===== src/rtl/alu_reg_file_pkg.sv =====
// alu_reg_file_pkg: shared width defaults and the logic-unit opcode encoding
package alu_reg_file_pkg;
  localparam int DEF_DATA_W = 8;
  localparam int DEF_ADDR_W = 3;
  typedef enum logic [1:0] {
    OP_AND  = 2'b00,
    OP_OR   = 2'b01,
    OP_NAND = 2'b10,
    OP_NOR  = 2'b11
  } opcode_e;
endpackage


===== src/rtl/alu_reg_file_reg_file.sv =====
// reg_file: 2**ADDR_W x DATA_W storage, two async read ports, one sync write port, async clear
module reg_file
  import alu_reg_file_pkg::*;
#(
  parameter int DATA_W = DEF_DATA_W,
  parameter int ADDR_W = DEF_ADDR_W
) (
  input  logic              clk,
  input  logic              rst_n,
  input  logic [ADDR_W-1:0] raddr1_i,
  input  logic [ADDR_W-1:0] raddr2_i,
  input  logic [ADDR_W-1:0] waddr_i,
  input  logic              we_i,
  input  logic [DATA_W-1:0] wdata_i,
  output logic [DATA_W-1:0] rdata1_o,
  output logic [DATA_W-1:0] rdata2_o
);
  localparam int DEPTH = 2**ADDR_W;
  logic [DATA_W-1:0] registers [0:DEPTH-1];
  // storage: reset clears every entry at once; otherwise a single addressed write per edge
  always_ff @(posedge clk or negedge rst_n) begin
    if (!rst_n) for (int i = 0; i < DEPTH; i++) registers[i] <= '0;
    else if (we_i) registers[waddr_i] <= wdata_i;
  end
  assign rdata1_o = registers[raddr1_i];
  assign rdata2_o = registers[raddr2_i];
endmodule


===== src/rtl/alu_reg_file.sv =====
// alu_reg_file: register file plus AND/OR/NAND/NOR unit with write-back; ALU_REGFILE_RESULT_REG_EN flops result/zero
module alu_reg_file
  import alu_reg_file_pkg::*;
#(
  parameter int DATA_W = DEF_DATA_W,
  parameter int ADDR_W = DEF_ADDR_W
) (
  input  logic              clk,
  input  logic              rst_n,
  input  logic [ADDR_W-1:0] read_reg1,
  input  logic [ADDR_W-1:0] read_reg2,
  input  logic [ADDR_W-1:0] write_reg,
  input  logic [1:0]        opcode,
  input  logic              reg_write,
  output logic [DATA_W-1:0] result,
  output logic              zero
);
  logic [DATA_W-1:0] a, b, alu_d;
  reg_file #(.DATA_W(DATA_W), .ADDR_W(ADDR_W)) rf (
    .clk      (clk),
    .rst_n    (rst_n),
    .raddr1_i (read_reg1),
    .raddr2_i (read_reg2),
    .waddr_i  (write_reg),
    .we_i     (reg_write),
    .wdata_i  (alu_d),
    .rdata1_o (a),
    .rdata2_o (b)
  );
  // logic unit: bitwise only, every opcode defined
  always_comb begin
    alu_d = '0;
    case (opcode_e'(opcode))
      OP_AND:  alu_d = a & b;
      OP_OR:   alu_d = a | b;
      OP_NAND: alu_d = ~(a & b);
      OP_NOR:  alu_d = ~(a | b);
    endcase
  end
`ifdef ALU_REGFILE_RESULT_REG_EN
  logic [DATA_W-1:0] result_q;
  logic              zero_q;
  // registered outputs: one-cycle latency; write-back above still uses the live ALU value
  always_ff @(posedge clk or negedge rst_n) begin
    if (!rst_n) begin
      result_q <= '0;
      zero_q   <= 1'b1;
    end else begin
      result_q <= alu_d;
      zero_q   <= alu_d == '0;
    end
  end
  assign result = result_q;
  assign zero   = zero_q;
`else
  assign result = alu_d;
  assign zero   = alu_d == '0;
`endif
endmodule


===== config.mk =====
export PLATFORM = sky130hd
export DESIGN_NAME = alu_reg_file
export DESIGN_NICKNAME = d
export VERILOG_FILES = /design/src/rtl/alu_reg_file_pkg.sv /design/src/rtl/alu_reg_file_reg_file.sv /design/src/rtl/alu_reg_file.sv
export SDC_FILE = /design/constraint.sdc
export NUM_CORES = 1
export LEC_CHECK = 0
export BUFFER_PORTS_ARGS = -buffer_cell sky130_fd_sc_hd__buf_2
export CORE_UTILIZATION = 26
export DETAILED_ROUTE_END_ITERATION = 8
export MAX_ROUTING_LAYER = met4
export PLACE_DENSITY = 0.44
export SLEW_MARGIN = 15
export SYNTH_ARGS = -nofsm -noshare
export SYNTH_HDL_FRONTEND = slang
export SYNTH_HIERARCHICAL = 1
export SYNTH_SLANG_ARGS = --single-unit

===== constraint.sdc =====
create_clock -name clk -period 3.4 [get_ports clk]
set_clock_uncertainty 0.15 [all_clocks]
set_input_delay 0.34 -clock clk [delete_from_list [all_inputs] [get_ports clk]]
set_output_delay 0.34 -clock clk [all_outputs]
set_load 0.03 [all_outputs]

After elaboration in Yosys (flattened, before gate mapping) --
Cells that the tools add are included.
Storage, ports and cells: bits in registers 64, input port bits 14, logic and storage cells 35
Operators by class: $lt $le $gt $ge 4, eq/ne operators 3, muxes and demuxes 10, bitwise logic cells 7, reduce and logical (&&, ||, !) cells 3
Operator list (number):
- 64-bit bitwise mux | 1
- 8-bit binary-select mux with 3-bit select | 2
- 8-bit two-way mux | 5
- 8-bit case mux with 4 select lines | 1
- 8-bit demux with 3-bit select | 1
- 8-bit inverter | 2
- 4-bit greater-or-equal comparator, second input constant | 3
- 3-bit inverter with 4-bit output | 3
- 8-bit bitwise AND | 1
- 8-bit zero test | 1
- 8-bit OR | 1
- 2-bit equality test, second input constant | 2
- 4-bit by 1-bit less-than comparator with 1-bit output, second input constant | 1
- 2-bit by 1-bit equality test with 1-bit output, second input constant | 1
- 2-bit zero test | 1
- 1-bit logical AND | 1

Longest topological paths before layout --
Gate-level depths: netlist of the first run.
depth after elaboration 8, mapped depth 8

Modules after synthesis --
The synthesis of the first run kept the hierarchy.
By module, submodules not included:
- reg_file | instances 1, cells each 201, area an instance 3539.6 um^2, seq. area each 1601.5 um^2
- alu_reg_file | instances 1, cells each 32, area an instance 269.0 um^2, seq. area each 0.0 um^2

Worst setup path before layout of the first run --
No wires, ideal clock.
path type in2out, from in read_reg1[0], to out zero, arrival time 2.927 ns, data required time 2.910 ns, slack -0.017 ns, cell stages on the path 8, buffers on the path 2, cell sequence buf_6 -> buf_12 -> mux4_1 -> mux2_2 -> maj3_1 -> xor2_1 -> nor4_1 -> and3_1
Between the ends: word-level cells in the longest chain between the ends 8
RTL lines:
- start, declared | line alu_reg_file.sv:10 | input logic [ADDR_W-1:0] read_reg1,
- 3-bit inverter with 4-bit output (implied by the code) * | line alu_reg_file_reg_file.sv:25 | assign rdata1_o = registers[raddr1_i];
- 8-bit binary-select mux with 3-bit select * | line alu_reg_file_reg_file.sv:25
- 8-bit two-way mux (implied by the code) * (2 in series) | line alu_reg_file_reg_file.sv:25
- net a[1] | line alu_reg_file.sv:18 | logic [DATA_W-1:0] a, b, alu_d;
- 8-bit OR / 8-bit bitwise AND (equally long branches)
- 8-bit inverter, on equally long branches | line alu_reg_file.sv:37, alu_reg_file.sv:36
- 8-bit case mux with 4 select lines * | line alu_reg_file.sv:33 | case (opcode_e'(opcode))
- net result[1] | line alu_reg_file.sv:15 | output logic [DATA_W-1:0] result,
- 8-bit zero test * | line alu_reg_file.sv:57 | assign zero = alu_d == '0;
- end, declared | line alu_reg_file.sv:16 | output logic zero
Mark *: on every way through the listed nets, which the timed path passes. The rest lies on a longest branch. The select of a mux whose other input is x is not followed.

Worst setup path after layout of the first run --
from reg rf/registers[33] (netlist name), to out zero
Between the ends: word-level cells in the longest chain between the ends 7
RTL lines:
- start, declared | line alu_reg_file_reg_file.sv:19 | logic [DATA_W-1:0] registers [0:DEPTH-1];
- start signal, assigned by index | line alu_reg_file_reg_file.sv:23 | else if (we_i) registers[waddr_i] <= wdata_i;
- 8-bit binary-select mux with 3-bit select * | line alu_reg_file_reg_file.sv:25
- 8-bit two-way mux (implied by the code) * (2 in series) | line alu_reg_file_reg_file.sv:25
- net a[1] | line alu_reg_file.sv:18
- 8-bit OR / 8-bit bitwise AND (equally long branches)
- 8-bit inverter, on equally long branches | line alu_reg_file.sv:37, alu_reg_file.sv:36
- 8-bit case mux with 4 select lines * | line alu_reg_file.sv:33
- 8-bit zero test * | line alu_reg_file.sv:57
Marks and branches as above.

==> metrics.cfg, run 1 <==
[outcome]
status=finished, final reports clean

[layout]
final_cell_mix=80 x mux2_2, 64 x dfrtp_1, 29 x mux4_1
max_flop_register=rf/registers
num-fill-cells=1414
layout.cells.non_filler=453
seqCellArea_sq_mm=0.00160
largest_reg_flops=64
drive_gt1_share_pct=53.5
final_nets=282
mostFrequentLayoutCell=mux2_2
area_delta_synth_final_pct=18.4
top_regs=rf/registers: 64 flops
multiInputGateArea_sq_mm=0.00210
insertedDiodeCount=0

[place]
placedCellCount=436
io_buffer_count=22
pre_cts_ws_ns=0.0366
place_hpwl_microns=6420
finalWeightedCongestion=0.704

[yosys]
yosysWarnings=6
syn_avg_cell_area_sq_um=16.3
syn_area_sq_mm=0.00381
synthCells=233
yosys.cell_types.count=22
ys.flop_type=dfrtp_1
syn_nets=247
ys_async_sr_fraction_pct=100
synth_edf_count=0
ys_ff_latch=64
synth-seq-area-share_pct=42.0

[drt]
vias=2342
first_pass_iters=4
dr.first_iter.drc_count=102
wl_per_cell_microns=21.0
drcViolationCount=0
detail_route.vias_per_cell=5.17
drtAntennaViolNets=0
wl_microns=9510

[power]
power.static_leakage_nw=1.88
p_per_area_mw_per_mm2=870
ir_drop_uv=411

[critical_path]
worstPathMaxFanout=3
critPathKind=reg -> out
r2r_slack_ns=0.82
end_kind=output port
worstSetupStartpointType=flop
critPathArrivalTime_ns=2.76
crit_required_ns=2.91

[sta]
max_slew_margin_pct=41.0
worst_pin_slew_ns=0.882
setup_viol=0
hold_slack_ns=0.365
slew_viol_final=0
period_minus_slack_ns=3.25
timing.final.ws_setup_ns=0.154
hold_viol=0
max_freq_mhz=308
rsz0062_at_grt=no
fin_tns_setup_ns=0
min_period_over_period_pct=95.5

[floorplanning]
die_y_microns=123
core_region_area_sq_mm=0.0141
num_rows=43
initial_core_util_pct=27.0
ios=23
dieWidth_microns=123
die-area_sq_mm=0.0151

[grt]
antenna_found_initial=0
use_met2_pct=21.7
grt_max_degree=37
met1_usage_pct=19.1
top_usage_layer=met2
grt_overflow=0
gr-usage-met3_pct=3.14
track_usage_pct=14.3
grt_pass1_vias=2483
grt_pass1_wl_microns=14900

[cts]
htree_levels=3
cts_sinks=64
tritoncts=built
cts_made_buffers=9
clk_latency_ns=0.33
clkTransAtPathRegs_ns=0.05
clockRootBuffer=clkbuf_16
clock_path_buffers=2
postCtsSetupBuffers=0

[flow_run]
cap_violations=0

[hold_path]
min_path_type=reg -> reg

[cell families (layout without fill, tap and decap cells)]
| group | Yosys count | in the layout | share of synthesized area (%) |
|---|---|---|---|
| AO/OA/AOI/OAI | 6 | 6 | 1.25 |
| flip-flops | 64 | 64 | 42.1 |
| buffers and inverters | 19 | 59 | 3.78 |
| adder cells (fa/ha/maj) | 8 | 8 | 2.14 |
| multiplexers | 112 | 112 | 45.4 |
| AND/OR/NAND/NOR | 16 | 16 | 3.52 |
| XOR/XNOR | 8 | 8 | 1.84 |
[critical path, cell delays in order, from the launching register on]
cell and delay (ns):
dfrtp_1 0.40, mux4_1 0.50, mux2_2 0.29, maj3_1 0.39, xor2_2 0.17, nor4_2 0.29, and3_1 0.21, buf_2 0.20
[cells in the mapped netlist (all sizes together), types with 3 or more instances]
cell	instances	area share [%]
mux2	80	24
dfrtp	64	42
mux4	32	22
buf	16	3.5
maj3	8	2.1
xor2	8	1.8
clkbuf	3	0.30
nand4	3	0.49
nand4b	3	0.69
nor4	3	0.49
nor4bb	3	0.79
[path summary, 6_finish.rpt]
kind | startpoint | end | depth (start not counted)
setup / recovery | rf/registers[33] | zero | 7
hold / removal | rf/registers[37] | rf/registers[37] | 1
setup reg to reg | rf/registers[55] | rf/registers[47] | 7
hold reg to reg | rf/registers[37] | rf/registers[37] | 1
max in group asynchronous | rst_n | rf/registers[6] | 3
min in group asynchronous | rst_n | rf/registers[20] | 2
[metal layers]
layer	part of all wire, %	wire length [microns]
met1	49	4620
met2	48	4530
met3	2.9	278
met4	0.74	70
met5	0	0
[final cells by class]
class | count | share of cell area, %
Clock inverter | 3 | 0.888
Timing Repair Buffer | 43 | 6.33
Multi-Input combinational cell | 150 | 46.5
Clock buffer | 13 | 5.77
Tap cell | 180 | 5.00
Sequential cell | 64 | 35.5
[stage by stage]
| stage | total power, mW | cell area (sq um) | utilization (%) |
|---|---|---|---|
| final | 3.92 | 4510 | 32.0 |
| after global routing | 4.18 | 4510 | 32.0 |
| after CTS | 3.97 | 4500 | 31.9 |
| after detailed placement | 3.02 | 4190 | 29.7 |
| after global placement | 2.98 | 4190 | 29.7 |
| after floorplan | 2.52 | 3820 | - |
[where the power goes]
part	total, mW	leakage, nW	switching [mW]	internal, mW
sequential	1.41	0.768	0.259	1.15
combinational	1.59	0.967	0.692	0.896
clock	0.926	0.150	0.321	0.605
total	3.92	1.88	1.27	2.65
[timing repair]
action / 4_1_cts / 5_1_grt
hold buffers: 1 / 0
resized for setup: 0 / 2
hold endpoints to repair: 28 / 0
setup endpoints to repair: 0 / 1
(Power assumes the default switching activity.)
==> run 2, diff against run 1 <==
CORE_MARGIN = 5   (was default)
SYNTH_HIERARCHICAL = default   (was 1)
==> metrics.cfg, run 2 <==
[outcome]
status=finished, final reports clean

[floorplanning]
num_rows=42  ; -2.3%
ios=23  ; unchanged
initial_core_util_pct=26.7  ; -0.35 points
core_region_area_sq_mm=0.0133  ; -5.7%
dieWidth_microns=127  ; +3.0%
die_y_microns=127  ; +3.0%
die-area_sq_mm=0.0161  ; +6.2%

[power]
p_clk_share_pct=26.6  ; +3.0 points
p_sw_share_pct=34.9  ; +2.4 points
switching_power_mw=1.22  ; -4.4%
pwr-share-comb_pct=36.3  ; -4.2 points
seq_power_share_pct=37.1  ; +1.2 points
internal_power_mw=2.27  ; -14%
power.static_leakage_nw=1.76  ; -6.7%
design_power_total_mw=3.49  ; -11%
p_per_area_mw_per_mm2=818  ; -6.0%
ir_drop_uv=272  ; -34%

[yosys]
synth_edf_count=0  ; unchanged
synth.top_cell.area_share_pct=45.2  ; +3.1 points
synth-seq-area-share_pct=45.2  ; +3.1 points
syn_area_sq_mm=0.00355  ; -6.9%
syn_nets=326  ; +32%
yosysWarnings=0  ; -6
ys.flop_type=dfrtp_1
synthCells=312  ; +34%
yosysMostFrequentCell=dfrtp_1
yosysTopAreaCell=dfrtp_1
yosys.cell_types.count=29  ; +32%
ys_async_sr_fraction_pct=100  ; unchanged
synthTopCellsByArea=dfrtp_1 45%, mux4_2 20%, a21oi_1 4.5%
ys_ff_latch=64  ; unchanged
syn_avg_cell_area_sq_um=11.4  ; -30%
synthTopCellsByCount=64 x dfrtp_1, 37 x nand2_1, 37 x nor2_1

[grt]
track_usage_pct=13.4  ; -0.95 points
grt_overflow=0  ; unchanged
grt_max_degree=26  ; -30%
antenna_found_initial=0  ; unchanged
grt_pass1_wl_microns=15600  ; +4.1%
grt_pass1_vias=2549  ; +2.7%

[layout]
largest_reg_flops=64  ; unchanged
final_nets=359  ; +27%
insertedDiodeCount=0  ; unchanged
layout.cells.non_filler=526  ; +16%
max_flop_register=rf.registers
final_cell_mix=64 x dfrtp_1, 37 x nor2_1, 37 x nand2_1
mostFrequentLayoutCell=dfrtp_1
area_delta_synth_final_pct=20.3
top_regs=rf.registers: 64 flops
drive_gt1_share_pct=30.9  ; -23 points

[critical_path]
slowest_delay_ns=0.48  ; -0.02 ns
critPathKind=reg -> out
crit_start=rf.registers[15]
crit_chain=mux4_2 > mux2_2 > maj3_1 > xnor2_2 > nand4_1 > a2111oi_4 > buf_2
r2r-end=rf.registers[7]
critPathSlowestCell=mux4_2
worstPathMaxFanout=3  ; unchanged
worstSetupStartpointType=flop
timing.rr.start=rf.registers[15]
cp_num_cells=7  ; unchanged
end_kind=output port
cp_num_buf_inv=1  ; unchanged
critPathTopFamily=multiplexers
crit_end=zero
critPathArrivalTime_ns=2.77  ; about the same
crit_required_ns=2.91  ; about the same
r2r_slack_ns=1.07  ; +0.25 ns
r2r_cells=6  ; -1

[drt]
drtAntennaViolNets=0  ; unchanged
vias=2514  ; +7.3%
wl_per_cell_microns=18.1  ; -14%
first_pass_iters=4  ; unchanged
wl_microns=9530  ; +0.20%
dr.first_iter.drc_count=183  ; +79%
drcViolationCount=0  ; unchanged
detail_route.vias_per_cell=4.78  ; -7.6%

[cts]
cts_hold_buffers=1  ; unchanged
cts_made_buffers=9  ; unchanged
clk_latency_ns=0.34  ; about the same
cts_resized=0  ; unchanged
htree_levels=3  ; unchanged
cts_sinks=64  ; unchanged
clockRootBuffer=clkbuf_16
clkTransAtPathRegs_ns=0.05  ; about the same
clock_path_buffers=2  ; unchanged
postCtsSetupBuffers=0  ; unchanged
tritoncts=built

[sta]
period_minus_slack_ns=3.26  ; +0.0185 ns
slew_viol_final=0  ; unchanged
max_freq_mhz=306  ; -0.57%
fin_tns_setup_ns=0  ; unchanged
worst_pin_slew_ns=0.928  ; +0.0464 ns
rsz0062_at_grt=no
setup_viol=0  ; unchanged
min_period_over_period_pct=96.0  ; +0.54 points
max_slew_margin_pct=37.8  ; -3.2 points
hold_viol=0  ; unchanged
hold_slack_ns=0.329  ; -0.0363 ns

[place]
place_hpwl_microns=6630  ; +3.3%
finalWeightedCongestion=0.806  ; +14%
io_buffer_count=22  ; unchanged
placedCellCount=509  ; +17%

[hold_path]
min_path_type=in -> async

[flow_run]
cap_violations=0  ; unchanged

## run 2: changes by cell type after synthesis, moves of 12 or more
cell and delta:
o21ai_0 +32, clkbuf_1 +12, nand2_1 +37, mux2_2 -72, a21oi_1 +32, mux4_2 +29
nor2_1 +37, mux4_1 -29
## run 2: metrics by stage
| step | cell area [sq um] | util, % | setup WS, ns |
|---|---|---|---|
| after CTS | 4260 | 32.1 | 0.0937 |
| after floorplan | 3560 | - | 0.0995 |
| after global routing | 4260 | 32.1 | 0.0278 |
| after global placement | 3960 | 29.7 | 0.129 |
| after detailed placement | 3960 | 29.7 | 0.143 |
| final | 4260 | 32.1 | 0.135 |
## run 2: final cells by class
| cell class | count | area [sq um] |
|---|---|---|
| clock buffers | 11 | 243 |
| fillers | 1351 | 9030 |
| multi-input cells | 218 | 1840 |
| repair buffers | 44 | 278 |
| inverters | 8 | 30.0 |
| clock inverters | 5 | 56.3 |
| flip-flops and latches | 64 | 1600 |
| well taps | 176 | 220 |
## run 2: metal layers
layer	track usage, %	wire length, microns
met1	18.4	4840
met2	18.7	4190
met3	3.49	319
met4	5.36	174
met5	-	0
## run 2: how the worst min path moves through the flow
stage	cells past startpoint	start	endpoint
finish	2	rst_n	rf.registers[2]
global placement	1	rst_n	rf.registers[2]
global route	2	rf.registers[17]	rf.registers[17]
detailed placement	1	rst_n	rf.registers[2]
floorplan	0	rst_n	rf.registers[0]
CTS	2	rst_n	rf.registers[2]
## run 2: kinds of logic after synthesis
family / synth area share, %
AO/OA/AOI/OAI: 11.3
XOR/XNOR: 3.14
adder cells (fa/ha/maj): 1.16
buffers and inverters: 3.99
flip-flops: 45.2
multiplexers: 25.4
AND/OR/NAND/NOR: 9.81
## run 2: power by group through the flow
stage	Clock, mW	Combinational, mW	Sequential [mW]
global placement	0	1.26	1.29
global route	0.985	1.41	1.34
CTS	0.956	1.28	1.29
finish	0.929	1.27	1.29
detailed placement	0	1.28	1.30
floorplan	0	0.969	1.21
